===== config.mk =====
export PLATFORM = sky130hd
export DESIGN_NAME = rx_frame_parser_flat
export DESIGN_NICKNAME = d
export VERILOG_FILES = /design/src/rtl/rx_frame_parser_pkg.sv /design/src/rtl/rx_frame_parser_if.sv /design/src/rtl/rx_crc8.sv /design/src/rtl/rx_frame_parser.sv /design/src/flat_wrapper.sv
export SDC_FILE = /design/constraint.sdc
export NUM_CORES = 1
export LEC_CHECK = 0
export ABC_AREA = 1
export BUFFER_PORTS_ARGS = -buffer_cell sky130_fd_sc_hd__buf_2
export CAP_MARGIN = 20
export CORE_ASPECT_RATIO = 0.75
export CORE_MARGIN = 2
export CORE_UTILIZATION = 55
export CTS_BUF_LIST = sky130_fd_sc_hd__clkbuf_4 sky130_fd_sc_hd__clkbuf_8
export DETAILED_ROUTE_END_ITERATION = 12
export GPL_TIMING_DRIVEN = 0
export PLACE_DENSITY = 0.76
export SYNTH_ARGS = -nofsm -noshare
export SYNTH_HDL_FRONTEND = slang
export SYNTH_HIERARCHICAL = 1
export SYNTH_SLANG_ARGS = --single-unit

===== constraint.sdc =====
create_clock -name clk -period 2.6 [get_ports clk]
set_input_delay 0.52 -clock clk [delete_from_list [all_inputs] [get_ports clk]]
set_output_delay 0.52 -clock clk [all_outputs]
set_load 0.1 [all_outputs]

===== src/rtl/rx_frame_parser_pkg.sv =====
// rx_frame_parser_pkg: shared types and constants for the rx frame parser.
// The CRC state exists only when RX_FRAME_CRC_EN is defined.
package rx_frame_parser_pkg;

  localparam int unsigned MAX_LEN_DEF = 255;
  localparam int unsigned TIMEOUT_DEF = 4096;
  localparam logic [7:0]  CRC_POLY    = 8'h07;

`ifdef RX_FRAME_CRC_EN
  typedef enum logic [2:0] {
    IDLE,
    HDR,
    PAYLOAD,
    CRC,
    DONE
  } state_t;
`else
  typedef enum logic [2:0] {
    IDLE,
    HDR,
    PAYLOAD,
    DONE
  } state_t;
`endif

  // CRC-8, MSB first, no reflection, no final xor
  function automatic logic [7:0] crc8_byte(
    input logic [7:0] crc,
    input logic [7:0] d
  );
    logic [7:0] c;
    c = crc ^ d;
    for (int i = 0; i < 8; i++) begin
      if (c[7]) c = {c[6:0], 1'b0} ^ CRC_POLY;
      else      c = {c[6:0], 1'b0};
    end
    return c;
  endfunction

endpackage


===== src/rtl/rx_frame_parser_if.sv =====
// rx_frame_parser_if: symbol input and frame output bundle.
// master drives symbols/sync, slave is the parser.
interface rx_frame_parser_if;

  logic       sym_valid;
  logic [1:0] sym_data;
  logic       BPSK;
  logic       BD_flag;
  logic       BD_sgn;

  logic [7:0] byte_data;
  logic       byte_valid;
  logic       frame_done;
  logic       crc_ok;
  logic       frame_err;
  logic       disassert_PD;
  logic       disassert_BD;

  modport master (
    output sym_valid,
    output sym_data,
    output BPSK,
    output BD_flag,
    output BD_sgn,
    input  byte_data,
    input  byte_valid,
    input  frame_done,
    input  crc_ok,
    input  frame_err,
    input  disassert_PD,
    input  disassert_BD
  );

  modport slave (
    input  sym_valid,
    input  sym_data,
    input  BPSK,
    input  BD_flag,
    input  BD_sgn,
    output byte_data,
    output byte_valid,
    output frame_done,
    output crc_ok,
    output frame_err,
    output disassert_PD,
    output disassert_BD
  );

endinterface


===== src/rtl/rx_crc8.sv =====
// rx_crc8: running CRC-8 register, one byte per enable.
// Poly 0x07, init 0x00, MSB first.
module rx_crc8
  import rx_frame_parser_pkg::*;
(
  input  logic       clk,
  input  logic       rst,
  input  logic       clear,
  input  logic       enable,
  input  logic [7:0] data_in,
  output logic [7:0] crc
);

  always_ff @(posedge clk) begin
    if (rst || clear) begin
      crc <= '0;
    end else if (enable) begin
      crc <= crc8_byte(crc, data_in);
    end
  end

endmodule


===== src/rtl/rx_frame_parser.sv =====
// rx_frame_parser: decided symbols -> length, payload bytes, CRC-8.
// Define RX_FRAME_CRC_EN to check the trailing CRC byte.
module rx_frame_parser
  import rx_frame_parser_pkg::*;
#(
  parameter int unsigned MAX_LEN     = MAX_LEN_DEF,
  parameter int unsigned TIMEOUT_SYM = TIMEOUT_DEF
) (
  input logic              clk,
  input logic              rst_32M768,
  rx_frame_parser_if.slave rx
);

  localparam int CW = $clog2(TIMEOUT_SYM + 1);
  localparam logic [7:0]    MAX_L  = 8'(MAX_LEN);
  localparam logic [CW-1:0] TO_CNT = CW'(TIMEOUT_SYM);

  state_t state_q, state_d;

  logic          bd_q;
  logic          sgn_q, sgn_d;
  logic          bpsk_q, bpsk_d;
  logic [7:0]    sh_q, sh_d;
  logic [3:0]    bcnt_q, bcnt_d;
  logic [7:0]    len_q, len_d;
  logic [7:0]    pcnt_q, pcnt_d;
  logic [CW-1:0] scnt_q, scnt_d;

  logic [7:0] bdata_q, bdata_d;
  logic       bvalid_q, bvalid_d;
  logic       done_q, done_d;
  logic       err_q, err_d;
  logic       ok_q, ok_d;

  logic          bd_rise;
  logic          in_frame;
  logic          sym_in;
  logic          d1, d0;
  logic [7:0]    shifted;
  logic [3:0]    bcnt_inc;
  logic [CW-1:0] scnt_nx;
  logic          byte_rdy;
  logic          timeout;
  logic          fin, fail, ok_val;

  assign bd_rise  = rx.BD_flag & ~bd_q;
  assign in_frame = (state_q != IDLE) && (state_q != DONE);
  assign sym_in   = in_frame & rx.sym_valid;

  // Polarity from the sync word applies to every bit of the frame
  assign d1 = rx.sym_data[1] ^ sgn_q;
  assign d0 = rx.sym_data[0] ^ sgn_q;

  assign shifted  = bpsk_q ? {sh_q[6:0], d0}
                           : {sh_q[5:0], d1, d0};
  assign bcnt_inc = bcnt_q + (bpsk_q ? 4'd1 : 4'd2);
  assign scnt_nx  = scnt_q + CW'(1);
  assign byte_rdy = sym_in && (bcnt_inc == 4'd8);
  assign timeout  = sym_in && (scnt_nx == TO_CNT);

`ifdef RX_FRAME_CRC_EN
  logic       crc_clr;
  logic       crc_en;
  logic [7:0] crc_val;

  rx_crc8 u_crc (
    .clk     (clk),
    .rst     (rst_32M768),
    .clear   (crc_clr),
    .enable  (crc_en),
    .data_in (shifted),
    .crc     (crc_val)
  );
`endif

  always_comb begin
    state_d  = state_q;
    sgn_d    = sgn_q;
    bpsk_d   = bpsk_q;
    sh_d     = sh_q;
    bcnt_d   = bcnt_q;
    len_d    = len_q;
    pcnt_d   = pcnt_q;
    scnt_d   = scnt_q;
    bdata_d  = bdata_q;
    bvalid_d = 1'b0;
    done_d   = 1'b0;
    err_d    = 1'b0;
    ok_d     = ok_q;
    fin      = 1'b0;
    fail     = 1'b0;
`ifdef RX_FRAME_CRC_EN
    ok_val   = 1'b0;
    crc_clr  = 1'b0;
    crc_en   = 1'b0;
`else
    ok_val   = 1'b1;
`endif

    if (sym_in) begin
      sh_d   = shifted;
      bcnt_d = byte_rdy ? 4'd0 : bcnt_inc;
      scnt_d = scnt_nx;
    end

    unique case (state_q)
      IDLE: begin
        if (bd_rise) begin
          state_d = HDR;
          sgn_d   = rx.BD_sgn;
          bpsk_d  = rx.BPSK;
          sh_d    = '0;
          bcnt_d  = '0;
          pcnt_d  = '0;
          scnt_d  = '0;
`ifdef RX_FRAME_CRC_EN
          crc_clr = 1'b1;
`endif
        end
      end
      HDR: begin
        if (byte_rdy) begin
          len_d = shifted;
`ifdef RX_FRAME_CRC_EN
          crc_en = 1'b1;
`endif
          if (shifted == 8'd0) begin
`ifdef RX_FRAME_CRC_EN
            state_d = CRC;
`else
            fin = 1'b1;
`endif
          end else if (shifted > MAX_L) begin
            fin  = 1'b1;
            fail = 1'b1;
          end else begin
            state_d = PAYLOAD;
          end
        end
      end
      PAYLOAD: begin
        if (byte_rdy) begin
          bvalid_d = 1'b1;
          bdata_d  = shifted;
          pcnt_d   = pcnt_q + 8'd1;
`ifdef RX_FRAME_CRC_EN
          crc_en   = 1'b1;
          if (pcnt_d == len_q) state_d = CRC;
`else
          if (pcnt_d == len_q) fin = 1'b1;
`endif
        end
      end
`ifdef RX_FRAME_CRC_EN
      CRC: begin
        if (byte_rdy) begin
          fin    = 1'b1;
          ok_val = (shifted == crc_val);
        end
      end
`endif
      DONE: begin
        state_d = IDLE;
      end
      default: begin
        state_d = IDLE;
      end
    endcase

    // A stalled frame wins over a byte completing on the same strobe
    if (timeout) begin
      fin      = 1'b1;
      fail     = 1'b1;
      bvalid_d = 1'b0;
    end

    if (fin) begin
      state_d = DONE;
      done_d  = 1'b1;
      err_d   = fail;
      ok_d    = ok_val & ~fail;
    end
  end

  always_ff @(posedge clk) begin
    if (rst_32M768) begin
      state_q  <= IDLE;
      bd_q     <= 1'b0;
      sgn_q    <= 1'b0;
      bpsk_q   <= 1'b0;
      sh_q     <= '0;
      bcnt_q   <= '0;
      len_q    <= '0;
      pcnt_q   <= '0;
      scnt_q   <= '0;
      bdata_q  <= '0;
      bvalid_q <= 1'b0;
      done_q   <= 1'b0;
      err_q    <= 1'b0;
      ok_q     <= 1'b0;
    end else begin
      state_q  <= state_d;
      bd_q     <= rx.BD_flag;
      sgn_q    <= sgn_d;
      bpsk_q   <= bpsk_d;
      sh_q     <= sh_d;
      bcnt_q   <= bcnt_d;
      len_q    <= len_d;
      pcnt_q   <= pcnt_d;
      scnt_q   <= scnt_d;
      bdata_q  <= bdata_d;
      bvalid_q <= bvalid_d;
      done_q   <= done_d;
      err_q    <= err_d;
      ok_q     <= ok_d;
    end
  end

  assign rx.byte_data    = bdata_q;
  assign rx.byte_valid   = bvalid_q;
  assign rx.frame_done   = done_q;
  assign rx.crc_ok       = ok_q;
  assign rx.frame_err    = err_q;
  assign rx.disassert_PD = done_q;
  assign rx.disassert_BD = done_q;

endmodule


===== src/flat_wrapper.sv =====
// flat-port wrapper written by rule: the top's interface ports become plain ports
module rx_frame_parser_flat import rx_frame_parser_pkg::*;
#(
  parameter int unsigned MAX_LEN     = MAX_LEN_DEF,
  parameter int unsigned TIMEOUT_SYM = TIMEOUT_DEF
)
  (clk, rst_32M768, rx_sym_valid, rx_sym_data, rx_BPSK, rx_BD_flag, rx_BD_sgn, rx_byte_data, rx_byte_valid, rx_frame_done, rx_crc_ok, rx_frame_err, rx_disassert_PD, rx_disassert_BD);
  rx_frame_parser_if rx_i ();
  input logic clk;
  input logic rst_32M768;
  input wire logic [$bits(rx_i.sym_valid)-1:0] rx_sym_valid;
  input wire logic [$bits(rx_i.sym_data)-1:0] rx_sym_data;
  input wire logic [$bits(rx_i.BPSK)-1:0] rx_BPSK;
  input wire logic [$bits(rx_i.BD_flag)-1:0] rx_BD_flag;
  input wire logic [$bits(rx_i.BD_sgn)-1:0] rx_BD_sgn;
  output wire logic [$bits(rx_i.byte_data)-1:0] rx_byte_data;
  output wire logic [$bits(rx_i.byte_valid)-1:0] rx_byte_valid;
  output wire logic [$bits(rx_i.frame_done)-1:0] rx_frame_done;
  output wire logic [$bits(rx_i.crc_ok)-1:0] rx_crc_ok;
  output wire logic [$bits(rx_i.frame_err)-1:0] rx_frame_err;
  output wire logic [$bits(rx_i.disassert_PD)-1:0] rx_disassert_PD;
  output wire logic [$bits(rx_i.disassert_BD)-1:0] rx_disassert_BD;
  assign rx_i.sym_valid = rx_sym_valid;
  assign rx_i.sym_data = rx_sym_data;
  assign rx_i.BPSK = rx_BPSK;
  assign rx_i.BD_flag = rx_BD_flag;
  assign rx_i.BD_sgn = rx_BD_sgn;
  assign rx_byte_data = rx_i.byte_data;
  assign rx_byte_valid = rx_i.byte_valid;
  assign rx_frame_done = rx_i.frame_done;
  assign rx_crc_ok = rx_i.crc_ok;
  assign rx_frame_err = rx_i.frame_err;
  assign rx_disassert_PD = rx_i.disassert_PD;
  assign rx_disassert_BD = rx_i.disassert_BD;
  rx_frame_parser #(.MAX_LEN(MAX_LEN), .TIMEOUT_SYM(TIMEOUT_SYM)) u_core (.clk(clk), .rst_32M768(rst_32M768), .rx(rx_i));
endmodule

==> results.md, run 1 <==
* # diodes at 0
* Commonest cells after routing, fill and taps aside: nand2_1, nor2_1, inv_1, dfxtp_1, o21ai_0
* FF-to-FF End: u_core/rx.byte_data[5]
* Fin. Hold Viols at 0
* CP endpoint kind: flip-flop
* Combinational power share at 0.396
* Clock network power share at 0.228
* Crit-path max FO at 10
* Depth of the CTS H-tree at 3
* Layout area overhead at 13.3%
* Synth Area in Adders at 0.0439
* Final HPWL DP at slightly above 5 mm
* Required time of the critical path at between 2000 and 3000 ps
* Ys Warns at 6
* Synth top area share at 0.377
* XOR/XNOR share of the synthesized area at 0.0376
* CTS tree: built
* Reported net switching power at 1360 uW
* Leakage dissipation at 0.00155 uW
* Worst setup path startpoint: u_core/bpsk_q
* Peak VDD IR at ~0.00054 V
* Postcts setup bufs at 0
* Max Buffers Root-to-Sink at 2
* CTS sink cnt at 57
* Leading area contributor after synthesis: dfxtp_1
* Die Wd at between 80 and 90 um
* Finished Cell Area at between 3000 and 4000 um^2
* Largest net degree at the start of global routing at 11
* Global placer's final weighted congestion at 0.896
* Mean routed wirelength per cell at around 12 um
* Seq pwr share at 0.376
* Synth Cell Area at approximately 3000 um^2
* Hold_buf cts at 0
* Row count at 23
* Seq/Total Area, Yosys at 0.377
* Total power at 3270 uW
* Finished Layout Cells at between 500 and 600
* Max Clock Skew at around 8.6 ps
* Final setup vio count at 0
* GRT Overall Usage at 0.245
* Post-synthesis compound-gate area fraction at 0.154
* Clock transition at the registers of the reported paths at approximately 60 ps
* Synth Flop Type: dfxtp_1
* Post-cts gate resize count at 1
* Initial Utilization at 0.568
* R2r setup slk at around 190 ps
* Mapped Cells at 447
* PortBufs at 21
* Final worst path period need at roughly 2400 ps
* Switch share at 0.417
* Post-synthesis cell type count at 29
* Syn nets at around 470
* Post-DP Area at around 3200 um^2
* Largest family of logic cells by synthesized area: simple AND/OR/NAND/NOR gates
* Die ar. at just over 6000 um^2
* Share of cells above drive strength 1 at 0.120
* Crit path kind: reg2reg
* Synthesized flop and latch total at 57
* Fin nets at slightly below 500
* Pint at 1910 uW
* Asr flop ratio synth at 0
* Gr ovfl total at 0
* Cells on worst reg2reg path at 12
* Mux cell area share after synthesis at 0
* Total core area at 5320 um^2
* Main area contributors after synthesis: dfxtp_1, nand2_1, nor2_1
* Initial antenna violation count at 0
* Latest clock arrival within the worst-skew pair at 330 ps
* Simple-Gate Fraction of Synth Area at 0.286
* Final period util at 0.928
* CP Launch Type: flip-flop
* Arrival @ worst endpoint at roughly 2700 ps
* DR iter-0 viols at 210
* Slew Limit Fails at 0
* Total Wirelength at ~6.9 mm
* Drt drc at 0
* Fmax achieved at just over 400 MHz
* I/O pin count at 22
* Worst-margin pin slew at approximately 590 ps
* Antenna Nets Post-Route at 0
* Most common cell after layout, fill and taps aside: nand2_1
* DR vias at 2884
* Post-synthesis average cell area at between 6 and 7 um^2
* Status: complete, no violations
* Vias in the first global route at between 2k and 2.5k
* HP Class: in2reg
* Number of synthesized flops with an enable pin at 0
* First-pass GRT wire length at 11.2 mm
* CTS Buf Count at 9
* Critical Path End: u_core/rx.byte_data[5]
* Pwr/cell area at between 900 and 1000 nW/um^2
* Drt via density at between 5 and 6
* Post-Place Cells at between 500 and 600
* Slew headroom at 0.604
* Initial DRT Pass Iterations at 5
* Die height at about 70 um
* Reg2reg start: u_core/bpsk_q
* CTS Root Cell: clkbuf_8
* RSZ-0062 raised after global routing: yes
* Total of max-cap violations at 0
* Util after Layout at 0.643
## sequential cells by signal, summed over array words and instances (netlist names)
name,count
u_core/bcnt_q,4
u_core/bd_q,1
u_core/bpsk_q,1
u_core/len_q,8
u_core/pcnt_q,8
u_core/rx.byte_data,8
u_core/rx.byte_valid,1
u_core/rx.crc_ok,1
u_core/rx.disassert_BD,1
u_core/rx.frame_err,1
u_core/scnt_q,13
u_core/sgn_q,1
u_core/sh_q,7
u_core/state_q,2
## metrics by stage
| step | TNS (ps) | hold slack [ps] | setup slack, ps |
|---|---|---|---|
| after floorplan | 0 | 445 | 408 |
| after CTS | 0 | 402 | 69.7 |
| after detailed placement | 0 | 457 | 0.291 |
| final | 0 | 410 | 187 |
| after global routing | -18.4 | 410 | -7.94 |
| after global placement | 0 | 453 | 30.9 |
## how the worst min path moves through the flow
stage	endpoint	cells past startpoint	slack (ps)	start
after floorplan	u_core/bcnt_q[0]	2	440	u_core/bcnt_q[0]
after global placement	u_core/bcnt_q[0]	2	450	u_core/bcnt_q[0]
after detailed placement	u_core/rx.crc_ok	2	460	u_core/rx.crc_ok
after CTS	u_core/bd_q	3	400	rx_BD_flag
after global routing	u_core/sgn_q	3	410	rx_BD_sgn
final	u_core/bd_q	3	410	rx_BD_flag
## final cells by class
type | instances | area [um^2]
sequential | 57 | 1140
clock inverter | 3 | 15.0
clock buffer | 12 | 165
multi-input combinational | 318 | 1600
tap | 75 | 93.8
timing repair buffer | 21 | 105
buffer | 13 | 82.6
fill | 475 | 1900
inverter | 59 | 221
## synth_stat cells (5+ instances only)
| cell type | number |
|---|---|
| xnor2_1 | 6 |
| nor3_1 | 5 |
| nand3_1 | 27 |
| a21oi_1 | 34 |
| ha_1 | 9 |
| nor2_1 | 57 |
| clkbuf_1 | 5 |
| inv_1 | 56 |
| o211ai_1 | 6 |
| dfxtp_1 | 57 |
| nand2_1 | 108 |
| o21ai_0 | 39 |
| xor2_1 | 7 |
## worst max-delay path, stage by stage, from the launching register on
cell     delay (ps)
dfxtp_4         380
buf_6           130
inv_1            90
fa_1            440
xor2_1          170
nor2_1          130
nand2_1         110
nor2_4          170
inv_1           110
nor2_2          170
buf_4           200
nand2_1          80
a21oi_1         150
## layer usage
| metal | routed length (um) | GRT usage |
|---|---|---|
| met5 | 0 | 0 |
| met1 | 3590 | 0.365 |
| met4 | 38 | 0.0616 |
| met2 | 2790 | 0.345 |
| met3 | 505 | 0.0688 |
## power groups by stage
| stage | registers [uW] | logic [uW] | clock network (uW) |
|---|---|---|---|
| 2_1_floorplan | 1200 | 992 | 0 |
| 3_3_place_gp | 1240 | 1210 | 0 |
| 3_5_place_dp | 1240 | 1250 | 0 |
| 4_1_cts | 1220 | 1250 | 759 |
| 5_1_grt | 1260 | 1470 | 794 |
| 6_report | 1230 | 1290 | 747 |
## logic make-up after synthesis
group | after synthesis
AO/OA/AOI/OAI | 86
XOR/XNOR | 13
adder cells (fa/ha/maj) | 10
buffers and inverters | 72
AND/OR/NAND/NOR | 209
flip-flops | 57
Note: power is estimated with default switching activity, not from simulation.
==> inputs of run 2 (changes only) <==
Settings changed: BUFFER_PORTS_ARGS -buffer_cell sky130_fd_sc_hd__buf_2 to -buffer_cell sky130_fd_sc_hd__buf_4, CORE_MARGIN 2 to not set, RECOVER_POWER set to 25.
==> run 2 against run 1 <==
  * Non-clock buffer count unchanged
  * Critical path depth unchanged
  * Setup slack improved by 6.8 ps
  * Flip-flop and latch count unchanged
  * Routed wire length rose by 1.8%
  * Register-to-register slack hardly changed
  * Die area down 5.1%
  * Via count up 1.6%
  * Sequential share of layout area is 0.17 points lower
==> results.md, run 2 (synthesis results as in run 1) <==
* Status: complete, no violations
* HP Class: in2reg
* Layout area overhead at 13.9%
* Hold_buf cts at 0 (unchanged)
* DR iter-0 viols at 234 (+11%)
* Max Clock Skew at 6.61 ps (-1.98 ps)
* Leakage dissipation at 0.00150 uW (-3.1%)
* Fin nets at 497 (unchanged)
* Gr ovfl total at 0 (unchanged)
* Clock transition at the registers of the reported paths at 70 ps (about the same)
* I/O pin count at 22 (unchanged)
* PortBufs at 21 (unchanged)
* CTS sink cnt at 57 (unchanged)
* # diodes at 0 (unchanged)
* Worst setup path startpoint: u_core/bpsk_q
* Pwr/cell area at 984 nW/um^2 (+3.2%)
* RSZ-0062 raised after global routing: no
* Die ar. at 5800 um^2 (-5.1%)
* R2r setup slk at 190 ps (about the same)
* Initial Utilization at 0.594 (+0.0258)
* Worst-margin pin slew at 1180 ps (+589 ps)
* Final setup vio count at 0 (unchanged)
* HP Start: rx_BD_sgn
* Global placer's final weighted congestion at 0.883 (-1.4%)
* Cell mode on critical path: nor2_1
* Commonest cells after routing, fill and taps aside: nand2_1, nor2_1, inv_1, dfxtp_1, o21ai_0
* Peak VDD IR at 0.000531 V (-1.8%)
* Number of flip-flops in the largest register at 13 (unchanged)
* Most common cell after layout, fill and taps aside: nand2_1
* Total core area at 5090 um^2 (-4.3%)
* Row count at 22 (-4.3%)
* Largest Register: u_core/scnt_q
* FF-to-FF End: u_core/pcnt_q[2]
* CP endpoint kind: flip-flop
* Final period util at 0.925 (-0.00261)
* Die height at 66.2 um (-2.9%)
* GRT Overall Usage at 0.274 (+0.0288)
* Switch share at 0.411 (-0.00560)
* Reg2reg start: u_core/bpsk_q
* Storage element area at 1140 um^2 (unchanged)
* Hold Slack at 412 ps (+2.46 ps)
* Drt drc at 0 (unchanged)
* Hold Path Stages at 3 (unchanged)
* Reported net switching power at 1390 uW (+2.3%)
* WL met3 at 611 um (+21%)
* Drt via density at 5.28 (+2.1%)
* Worst hold endpoint: u_core/sgn_q
* Setup TNS at 0 ps (unchanged)
* DR vias at 2930 (+1.6%)
* Largest net degree at the start of global routing at 11 (unchanged)
* CTS tree: built
* Latest clock arrival within the worst-skew pair at 330 ps (about the same)
* First-pass GRT wire length at 11.9 mm (+6.7%)
* CTS Root Cell: clkbuf_8
* Total power at 3390 uW (+3.7%)
* Depth of the CTS H-tree at 3 (unchanged)
* Multi-input combinational cell area at 1600 um^2 (unchanged)
* Clock network power share at 0.248 (+0.020)
* Initial DRT Pass Iterations at 5 (unchanged)
* Total of max-cap violations at 0 (unchanged)
* Arrival @ worst endpoint at 2630 ps (-40 ps)
* Share of cells above drive strength 1 at 0.0911 (-0.0290)
* Slew Limit Fails at 0 (unchanged)
* Die Wd at 87.6 um (-2.2%)
* Max Buffers Root-to-Sink at 2 (unchanged)
* Antenna Nets Post-Route at 0 (unchanged)
* Final worst path period need at 2410 ps (-6.78 ps)
* Crit-path max FO at 10 (unchanged)
* CP Buf/Inv Count at 2 (-2)
* Cells on worst reg2reg path at 12 (unchanged)
* Seq pwr share at 0.364 (-0.012)
* Combinational power share at 0.388 (-0.008)
* Fillers at 469 (-1.3%)
* Fin. Hold Viols at 0 (unchanged)
* Mean routed wirelength per cell at 12.7 um (+2.4%)
* CTS Buf Count at 9 (unchanged)
* Vias in the first global route at 2626 (+10%)
* Initial antenna violation count at 0 (unchanged)
* Slew headroom at 0.219 (-0.385)
* CP Launch Type: flip-flop
* Worst path top cell family by delay: simple AND/OR/NAND/NOR gates
* Critical path's largest stage delay at 430 ps (about the same)
* Crit path cell chain: buf_6, inv_1, fa_1, xor2_1, nor2_1, nand2_1, nor2_4, nand2_2, o21ai_2, o21ai_4, o21ai_0, nor2_1
* Highest metal used: met4
* Total Wirelength at 7.06 mm (+1.8%)
* Fmax achieved at 416 MHz (+0.28%)
* Final HPWL DP at 5.17 mm (-0.39%)
* M1 WL at 3.48 mm (-3.1%)
* Crit path kind: reg2reg
* Pint at 2000 uW (+4.7%)
* Slowest stage cell, crit path: fa_1
* Required time of the critical path at 2830 ps (-30 ps)
* WL met2 at 2.90 mm (+4.0%)
## run 2: worst max path at each step
stage / to / slack (ps) / cells after the start
2_1_floorplan: u_core/pcnt_q[1] / 410 / 14
3_3_place_gp: u_core/pcnt_q[1] / 20 / 14
3_5_place_dp: u_core/pcnt_q[1] / -20 / 14
4_1_cts: u_core/pcnt_q[1] / 60 / 14
5_1_grt: u_core/len_q[6] / 10 / 12
6_report: u_core/pcnt_q[2] / 190 / 12
## run 2: metrics by stage
step	std cells	utilization	instance area [um^2]	setup WS (ps)
after floorplan	447	-	3020	408
after global placement	540	0.643	3270	17.9
after detailed placement	540	0.643	3270	-18.1
after CTS	555	0.682	3470	55.1
after global routing	555	0.676	3440	12.8
final	555	0.676	3440	194
## run 2: routing by layer
layer  track usage  up-vias
li1              -     1496
met1         0.385     1316
met2         0.396      108
met3        0.0886       10
met4        0.0779        0
met5             0        -
## run 2: area by class of cell
type,count,share of cell area
clock buffer,12,0.0461
buffer,13,0.0240
timing repair buffer,21,0.0305
inverter,59,0.0650
multi-input combinational,318,0.464
clock inverter,3,0.0116
tap,72,0.0262
sequential,57,0.332
## run 2: worst reg2reg max path, stage by stage, from the launching register on
cell and delay (ps):
dfxtp_4 380, buf_6 140, inv_1 90, fa_1 440
xor2_1 170, nor2_1 130, nand2_1 110, nor2_4 160
nand2_2 140, o21ai_2 120, o21ai_4 140, o21ai_0 240
nor2_1 60
## run 2: timing repair
item | 4_1_cts | 5_1_grt
buffers inserted | 0 | 0
endpoints found under the setup margin | 1 | 14
resized for setup | 1 | 6
## run 2: power groups by stage
| stage | clock [uW] | sequential [uW] | combinational, uW |
|---|---|---|---|
| final | 840 | 1230 | 1320 |
| after global routing | 896 | 1260 | 1500 |
| after CTS | 849 | 1230 | 1270 |
| after detailed placement | 0 | 1240 | 1250 |
| after global placement | 0 | 1240 | 1220 |
| after floorplan | 0 | 1200 | 992 |
==> inputs of run 3 (changes only) <==
Settings changed: CORE_UTILIZATION 55 to 33, PLACE_DENSITY 0.76 to 0.51.
==> run 3 against run 2 <==
  * Final cell count rose by 6.7%
  * Sequential power about the same
  * Routed wire length up 11%
  * Die area is 65% higher
  * Worst hold slack better by 6.0 ps
  * Combinational power about the same
  * Total power up 5.9%
  * Sequential share of layout area down 0.84 points
  * Register-to-register slack about the same
  * Clock power is 23% higher
==> results.md, run 3 (synthesis results as in run 1) <==
* Fmax achieved at 413 MHz (-0.54%)
* CP Launch Type: flip-flop
* Pwr/cell area at 1020 nW/um^2 (+3.2%)
* Vias in the first global route at 2560 (-2.5%)
* Status: complete, no violations
* Fillers at 904 (+93%)
* CP Buf/Inv Count at 3 (+1)
* Cell mode on critical path: nand2_1
* Total core area at 8670 um^2 (+70%)
* Worst setup path startpoint: u_core/bpsk_q
* Final setup vio count at 0 (unchanged)
* HP Class: in2reg
* Global placer's final weighted congestion at 0.826 (-6.5%)
* Initial antenna violation count at 0 (unchanged)
* CTS tree: built
* Clock transition at the registers of the reported paths at 70 ps (about the same)
* Total of max-cap violations at 0 (unchanged)
* Postcts setup bufs at 0 (unchanged)
* FF-to-FF End: u_core/pcnt_q[1]
* Arrival @ worst endpoint at 2650 ps (+20 ps)
* Mean routed wirelength per cell at 13.2 um (+3.7%)
* Drt drc at 0 (unchanged)
* Die height at 84.9 um (+28%)
* Final HPWL DP at 5.89 mm (+14%)
* Hold_buf cts at 0 (unchanged)
* DR iter-0 viols at 132 (-44%)
* Slew headroom at 0.213 (-0.00643)
* Die Wd at 113 um (+28%)
* Critical path's largest stage delay at 440 ps (about the same)
* Final worst path period need at 2420 ps (+13.1 ps)
* Fin. Hold Viols at 0 (unchanged)
* Largest Register: u_core/scnt_q
* Latest clock arrival within the worst-skew pair at 340 ps (about the same)
* Layout area overhead at 16.8%
* Initial Utilization at 0.349 (-0.245)
* Post-cts gate resize count at 2 (+1)
* Antenna Nets Post-Route at 0 (unchanged)
* CP endpoint kind: flip-flop
* Largest net degree at the start of global routing at 11 (unchanged)
* Crit path cell chain: buf_6, inv_1, fa_1, xor2_1, nor2_1, nand2_1, nor2_4, nand2_2, o21ai_2, o21ai_4, inv_4, nand2_1, nand2_1, nor2_1
* CTS Root Cell: clkbuf_8
* Drt via density at 4.81 (-8.9%)
* Total Wirelength at 7.81 mm (+11%)
* GRT Overall Usage at 0.176 (-0.0975)
* Final period util at 0.930 (+0.00504)
* First-pass GRT wire length at 13.0 mm (+8.5%)
* CTS sink cnt at 57 (unchanged)
* Fin nets at 497 (unchanged)
* Initial DRT Pass Iterations at 4 (-1)
* Leakage dissipation at 0.00152 uW (+1.4%)
* Setup TNS at 0 ps (unchanged)
* Slowest stage cell, crit path: fa_1
* # diodes at 0 (unchanged)
* Reg2reg start: u_core/bpsk_q
* Critical Path End: u_core/pcnt_q[1]
* Crit-path max FO at 10 (unchanged)
* Worst path top cell family by delay: simple AND/OR/NAND/NOR gates
* Post-route setup slack at 181 ps (-13.1 ps)
* CTS Buf Count at 9 (unchanged)
* Required time of the critical path at 2830 ps (about the same)
* Cells on worst reg2reg path at 14 (+2)
* I/O pin count at 22 (unchanged)
* Depth of the CTS H-tree at 3 (unchanged)
* Pre-CTS setup slack at -110 ps (-92.3 ps)
* Crit path kind: reg2reg
* Max Clock Skew at 6.28 ps (-0.331 ps)
* Peak VDD IR at 0.000554 V (+4.2%)
* Worst-margin pin slew at 1190 ps (+9.69 ps)
* Max Buffers Root-to-Sink at 2 (unchanged)
* Share of cells above drive strength 1 at 0.0930 (+0.00188)
* Row count at 29 (+32%)
* PortBufs at 21 (unchanged)
* Slew Limit Fails at 0 (unchanged)
* WP depth at 14 (+2)
* Most common cell after layout, fill and taps aside: nand2_1
* Commonest cells after routing, fill and taps aside: nand2_1, nor2_1, inv_1, dfxtp_1, o21ai_0
* DR vias at 2847 (-2.8%)
* Die ar. at 9560 um^2 (+65%)
* R2r setup slk at 180 ps (about the same)
* Gr ovfl total at 0 (unchanged)
* Number of flip-flops in the largest register at 13 (unchanged)
==> run 3: stage by stage <==
stage / instances / util / hold WS, ps / power, uW / area [um^2]
floorplan: 447 / - / 445 / 2190 / 3020
CTS: 592 / 0.411 / 400 / 3590 / 3560
global placement: 576 / 0.382 / 453 / 2510 / 3320
global route: 592 / 0.407 / 405 / 3900 / 3530
detailed placement: 576 / 0.382 / 461 / 2540 / 3320
finish: 592 / 0.407 / 418 / 3590 / 3530
==> run 3: tightest hold or removal path: cells and delay by family <==
family	cells	cell delay, ps
buffers and inverters	1	80
AND/OR/NAND/NOR	2	130
==> run 3: power by group <==
group          switching (uW)  internal, uW  total [uW]  leakage, uW
Clock                     372           658        1030     0.000126
Sequential                183          1050        1230     0.000464
Combinational             880           448        1330     0.000927
Total                    1430          2160        3590      0.00152
==> run 3: metal layers <==
layer  GRT usage  up-vias  wire length [um]
li1            -     1496                 -
met1       0.263     1289              4320
met2       0.241       54              2990
met3      0.0486        8               411
met4      0.0545        0                82
met5           0        -                 0
==> run 3: layout make-up <==
type                       instances  area (um^2)  area share
clock inverter                     6          105      0.0298
clock buffer                      10          138      0.0390
tap                              108          135      0.0383
inverter                          59          224      0.0634
multi-input combinational        318         1600       0.452
timing repair buffer              21          105      0.0298
sequential                        57         1140       0.324
buffer                            13         82.6      0.0234
==> run 3: worst min-delay path by stage <==
| stage | startpoint | end | slack (ps) | cells after the start |
|---|---|---|---|---|
| after floorplan | u_core/bcnt_q[0] | u_core/bcnt_q[0] | 440 | 2 |
| after global placement | u_core/bcnt_q[0] | u_core/bcnt_q[0] | 450 | 2 |
| after detailed placement | u_core/bcnt_q[0] | u_core/bcnt_q[0] | 460 | 2 |
| after CTS | rx_BD_flag | u_core/bd_q | 400 | 3 |
| after global routing | rst_32M768 | u_core/rx.byte_data[7] | 400 | 2 |
| final | rx_BD_sgn | u_core/sgn_q | 420 | 3 |
